`config.mk`:
```
export PLATFORM = sky130hd
export DESIGN_NAME = rr_arbiter
export DESIGN_NICKNAME = d
export VERILOG_FILES = /design/src/rtl/maze_move_checker_pkg.sv /design/src/rtl/maze_move_checker_rr_arbiter.sv
export SDC_FILE = /design/constraint.sdc
export NUM_CORES = 1
export LEC_CHECK = 0
export CAP_MARGIN = 20
export CORE_AREA = 4 4 41 43
export DETAILED_ROUTE_END_ITERATION = 10
export DIE_AREA = 0 0 45 47
export PLACE_DENSITY = 0.34
export SLEW_MARGIN = 20
export SYNTH_ARGS = -nofsm -noshare
export SYNTH_HDL_FRONTEND = slang
export SYNTH_SLANG_ARGS = --single-unit
export TNS_END_PERCENT = 100
```
`constraint.sdc`:
```
create_clock -name vclk -period 1
set_clock_uncertainty 0.1 [all_clocks]
set_input_delay 0.2 -clock vclk [all_inputs]
set_output_delay 0.2 -clock vclk [all_outputs]
set_load 0.03 [all_outputs]
```
`src/rtl/maze_move_checker_pkg.sv`:
```
// Shared constants, direction codes and FSM state type for the maze move checker.
package maze_pkg;

    localparam int unsigned SPRITE_SIZE = 16;
    localparam int unsigned TILE_SHIFT  = 4;
    localparam int unsigned MAP_W       = 40;
    localparam int unsigned MAP_H       = 30;
    localparam int unsigned ADDR_W      = 11;
    localparam int unsigned X_W         = 10;
    localparam int unsigned Y_W         = 9;

    localparam logic [1:0] DIR_UP    = 2'b00;
    localparam logic [1:0] DIR_DOWN  = 2'b01;
    localparam logic [1:0] DIR_LEFT  = 2'b10;
    localparam logic [1:0] DIR_RIGHT = 2'b11;

    typedef enum logic [2:0] {
        StIdle,
        StProbeA,
        StProbeB,
        StWaitB,
        StResp
    } state_e;

endpackage

```
`src/rtl/maze_move_checker_rr_arbiter.sv`:
```
// Round-robin arbiter: grants the first requester at or above ptr, wrapping to index 0.
module rr_arbiter #(
    parameter int unsigned NUM_REQ = 4,
    parameter int unsigned IDX_W   = (NUM_REQ > 1) ? $clog2(NUM_REQ) : 1
) (
    input  logic [NUM_REQ-1:0] req,
    input  logic [IDX_W-1:0]   ptr,
    input  logic               en,
    output logic [NUM_REQ-1:0] gnt,
    output logic [IDX_W-1:0]   gnt_idx
);
    import maze_pkg::*;

    logic found;

    always_comb begin
        gnt     = '0;
        gnt_idx = '0;
        found   = 1'b0;
        if (en) begin
            // First pass covers [ptr, NUM_REQ), second pass the wrapped part below ptr.
            for (int i = 0; i < NUM_REQ; i++) begin
                if (!found && req[i] && (IDX_W'(i) >= ptr)) begin
                    found   = 1'b1;
                    gnt[i]  = 1'b1;
                    gnt_idx = IDX_W'(i);
                end
            end
            for (int i = 0; i < NUM_REQ; i++) begin
                if (!found && req[i]) begin
                    found   = 1'b1;
                    gnt[i]  = 1'b1;
                    gnt_idx = IDX_W'(i);
                end
            end
        end
    end

endmodule

```
# Word level (Yosys, flattened, before mapping)

Cells that the tools add are included.

Register bits: 0
Input bits: 7
Output and inout port bits: 6
Word-level logic and storage cells: 52

Magnitude comparators: 4
Multiplexer cells: 30
Reduce and logical (&&, ||, !) cells: 18

Operators by type and width:

| cell                                                                 | count |
|---|---|
| 1-bit two-way mux                                                    | 22 |
| 2-bit two-way mux                                                    | 7 |
| 1-bit logical AND                                                    | 11 |
| 1-bit zero test                                                      | 7 |
| 1-bit by 2-bit >= comparator with 1-bit output, first input constant | 2 |
| 2-bit >= comparator, first input constant                            | 2 |
| 4-bit two-way mux                                                    | 1 |

# Depth between registers and ports, before layout

Depth after elaboration: 35
Mapped depth: 4
Depth with buffers taken out: 4

# Worst setup path before layout

OpenSTA, ideal clock, no wires.

Kind: input to output
Start point: input port req[3]
End point: output port gnt_idx[0]
Arrival time: 1332 ps
Setup slack: -632 ps
Stages on the path: 3
Cells stage by stage: nor2_1 o221ai_1 a221oi_1

Cells in the longest elaborated chain, start to end: 20
Elaborated cells between the ends (all ways): 24

Ends and longest elaborated chain:

| item                           | RTL line                           | text |
|---|---|---|
| start, declared                | maze_move_checker_rr_arbiter.sv:6  | `input logic [NUM_REQ-1:0] req,` |
| 1-bit logical AND (2 in a row) | maze_move_checker_rr_arbiter.sv:23 | `if (!found && req[i] && (IDX_W'(i) >= ptr)) begin` |
| 1-bit two-way mux              | maze_move_checker_rr_arbiter.sv:23 |  |
| 1-bit two-way mux              | maze_move_checker_rr_arbiter.sv:20 | `if (en) begin` |
| 1-bit zero test                | maze_move_checker_rr_arbiter.sv:30 | `if (!found && req[i]) begin` |
| 1-bit logical AND              | maze_move_checker_rr_arbiter.sv:30 |  |
| 1-bit two-way mux              | maze_move_checker_rr_arbiter.sv:30 |  |
| 1-bit two-way mux              | maze_move_checker_rr_arbiter.sv:20 |  |
| 1-bit zero test                | maze_move_checker_rr_arbiter.sv:30 |  |
| [... 3 more ...]               | --                                 |  |
| 1-bit zero test                | maze_move_checker_rr_arbiter.sv:30 |  |
| 1-bit logical AND              | maze_move_checker_rr_arbiter.sv:30 |  |
| 1-bit two-way mux              | maze_move_checker_rr_arbiter.sv:30 |  |
| 1-bit two-way mux              | maze_move_checker_rr_arbiter.sv:20 |  |
| 1-bit zero test                | maze_move_checker_rr_arbiter.sv:30 |  |
| 1-bit logical AND              | maze_move_checker_rr_arbiter.sv:30 |  |
| 2-bit two-way mux (*)          | maze_move_checker_rr_arbiter.sv:30 |  |
| 2-bit two-way mux (*)          | maze_move_checker_rr_arbiter.sv:20 |  |
| end, declared                  | maze_move_checker_rr_arbiter.sv:10 | `output logic [IDX_W-1:0] gnt_idx` |

Mark *: on every way between the ends. The rest lies on a longest branch, timed or not. The select of a mux whose other input is x is not followed.

# Final worst setup path

Start point: input port req[2]
End point: output port gnt_idx[0]

Cells in the longest elaborated chain, start to end: 25
Elaborated cells between the ends (all ways): 30

Ends and longest elaborated chain:

| item                           | RTL line |
|---|---|
| 1-bit logical AND (2 in a row) | maze_move_checker_rr_arbiter.sv:23 |
| 1-bit two-way mux              | maze_move_checker_rr_arbiter.sv:23 |
| 1-bit two-way mux              | maze_move_checker_rr_arbiter.sv:20 |
| 1-bit zero test                | maze_move_checker_rr_arbiter.sv:23 |
| 1-bit logical AND (2 in a row) | maze_move_checker_rr_arbiter.sv:23 |
| 1-bit two-way mux              | maze_move_checker_rr_arbiter.sv:23 |
| 1-bit two-way mux              | maze_move_checker_rr_arbiter.sv:20 |
| 1-bit zero test                | maze_move_checker_rr_arbiter.sv:30 |
| [... 7 more ...]               | -- |
| 1-bit zero test                | maze_move_checker_rr_arbiter.sv:30 |
| 1-bit logical AND              | maze_move_checker_rr_arbiter.sv:30 |
| 1-bit two-way mux              | maze_move_checker_rr_arbiter.sv:30 |
| 1-bit two-way mux              | maze_move_checker_rr_arbiter.sv:20 |
| 1-bit zero test                | maze_move_checker_rr_arbiter.sv:30 |
| 1-bit logical AND              | maze_move_checker_rr_arbiter.sv:30 |
| 2-bit two-way mux (*)          | maze_move_checker_rr_arbiter.sv:30 |
| 2-bit two-way mux (*)          | maze_move_checker_rr_arbiter.sv:20 |

Marked as above.

==> summary.md <==
| Metric | Value |
|---|---|
| Clk_buf instances | `0` |
| Hold Path Stages | `4` |
| Maximum VDD drop | `0.196 mV` |
| Slowest CP cell | `a221oi_4` |
| Synth Area in Simple Gates | `0.309` |
| Avg Inst Size Synth | `5.31 sq um` |
| Synth Area in XOR/XNOR | `0` |
| Post-synthesis mux area share | `0` |
| Initial antenna violation count | `0` |
| Post-synthesis adder-cell area fraction | `0` |
| Synth Area in Compound Gates | `0.593` |
| Remaining Overflow, GRT | `0` |
| Avg Vias per Cell | `4.56` |
| Area delta synth->final | `348%` |
| Post-Place Worst Slack | `-0.882 ns` |
| Worst rel slew slack | `0.781` |
| Crit path arrival time | `1.12 ns` |
| Largest family of logic cells by synthesized area | `compound AO/OA/AOI/OAI gates` |
| Register area share after synthesis | `0` |
| CP Launch Type | `input port` |
| Nets | `69` |
| Largest net degree at the start of global routing | `7` |
| Pwr/cell area | `480 nW/um^2` |
| Final hold violation count | `0` |
| Setup crit end kind | `output port` |
| Vias in the first global route | `337` |
| Wire length per cell | `12.8 um` |
| Seq_cells | `0` |
| Die W | `45 um` |
| Initial core utilization | `0.118` |
| Layout cells sized above 1 | `0.867` |
| CP max stage delay | `0.27 ns` |
| ANT nets after route | `0` |
| Top post-synthesis cells by area | `a21oi_1 (20%), nor2_1 (15%), o21ai_0 (13%)` |
| Syn Nets | `36` |
| First-pass GRT wire length | `1630 um` |
| Syn Inst Count | `29` |
| Die footprint | `2120 sq um` |
| Post-synthesis cell area | `154 sq um` |
| Final wirelength | `961 um` |
| Tot GR Track Use | `0.101` |
| DRC | `0` |
| Max Cap Violations | `0` |
| Distinct cells, synth | `12` |
| Crit path cell chain | `buf_8, buf_6, a21oi_4, o221ai_4, a221oi_4, buf_6` |
| N_diodes | `0` |
| Pre-antenna DRT Iters | `2` |
| Total power | `0.331 mW` |
| Hold Path Sink | `gnt_idx[0]` |
| Setup ws final | `-0.419 ns` |
| Die H | `47 um` |
| Status | `finished with violations` |
| Initial DRC count | `1` |
| Hold path startpoint | `req[1]` |
| Critical Path Fanout Max | `5` |
| Top cell by count, worst path | `buf_6` |
| Leak pwr | `0.274 nW` |
| WP data required | `0.70 ns` |
| GP Congestion | `0.680` |
| Final min period | `1.42 ns` |
| IO Count | `13` |
| HP Class | `in -> out` |
| RSZ-0062 raised after global routing | `true` |
| Vias | `342` |
| Max Slew Vio Count | `0` |
| Period utilisation layout | `1.42` |
| Top post-synthesis cells by count | `a21oi_1 (6), nor2_1 (6), o21ai_0 (4)` |
| Slew @ Worst Pin | `0.328 ns` |
| PortBufs | `13` |
| Post-DP HPWL | `725 um` |
| Yosys top cell by area | `a21oi_1` |
| FF/Latch Area | `0 sq um` |
| Failing checks | `setup timing` |
| Core area | `1300 sq um` |
| Rows | `13` |
| Fmax | `0.705 GHz` |
| Fin Setup TNS | `-1.86 ns` |
| Top cell type's share of synthesized area | `0.195` |
| Yosys warning total | `0` |
| # setup viols final | `6` |
| CP Class | `in -> out` |
how the worst max path moves through the flow:
stage,startpoint,end,slack (ns),cells past startpoint
floorplan,ptr[1],gnt_idx[0],-0.20,4
global placement,ptr[1],gnt_idx[0],-0.86,7
detailed placement,ptr[1],gnt_idx[0],-0.88,7
CTS,ptr[1],gnt_idx[0],-0.45,6
global route,req[2],gnt_idx[0],-0.46,6
finish,req[2],gnt_idx[0],-0.42,6
per-layer routing:
metal | vias up | wire, um | track usage
li1 | 173 | - | -
met1 | 160 | 400 | 0.133
met2 | 9 | 507 | 0.186
met3 | 0 | 53 | 0.0153
met4 | 0 | 0 | 0
met5 | - | 0 | 0
layout make-up:
class / count / area [sq um]
fillers: 125 / 612
multi-input cells: 25 / 300
well taps: 15 / 18.8
repair buffers: 31 / 340
inverters: 4 / 30.0
layout by cell type, fill, tap and decap left out, drive strengths merged:
cell type and n:
buf 30, a21oi 7, nor2 6, o21ai 4
inv 4, and3 2, o221ai 2, nand2 1
nor4b 1, a221oi 1, o22ai 1, dlygate4sd2 1
power by group:
group / switching [mW] / internal, mW / total (mW)
Sequential: 0 / 0 / 0
Combinational: 0.156 / 0.175 / 0.331
Clock: 0 / 0 / 0
Total: 0.156 / 0.175 / 0.331
logic make-up after synthesis:
family,count (synthesis)
compound gates,15
simple gates,10
buf+inv,4
per-stage QoR:
stage               instance area [sq um]   util  instances  hold slack [ns]
detailed placement                    489  0.376         71             1.13
floorplan                             250      -         29            0.468
global placement                      489  0.376         71             1.14
global route                          689  0.530         75            0.723
finish                                689  0.530         75            0.704
CTS                                   582  0.447         73            0.743
critical path, delay by kind of cell:
family | cells | cell delay (ns)
buf+inv | 3 | 0.38
compound gates | 3 | 0.53
repair_timing:
item                                    CTS  global route
hold buffers                              0             0
pin swaps                                10            10
setup buffers                             2             3
gates resized for setup                  49            29
endpoints found under the setup margin    6             6
No activity file was read; power rests on OpenSTA's default activity.
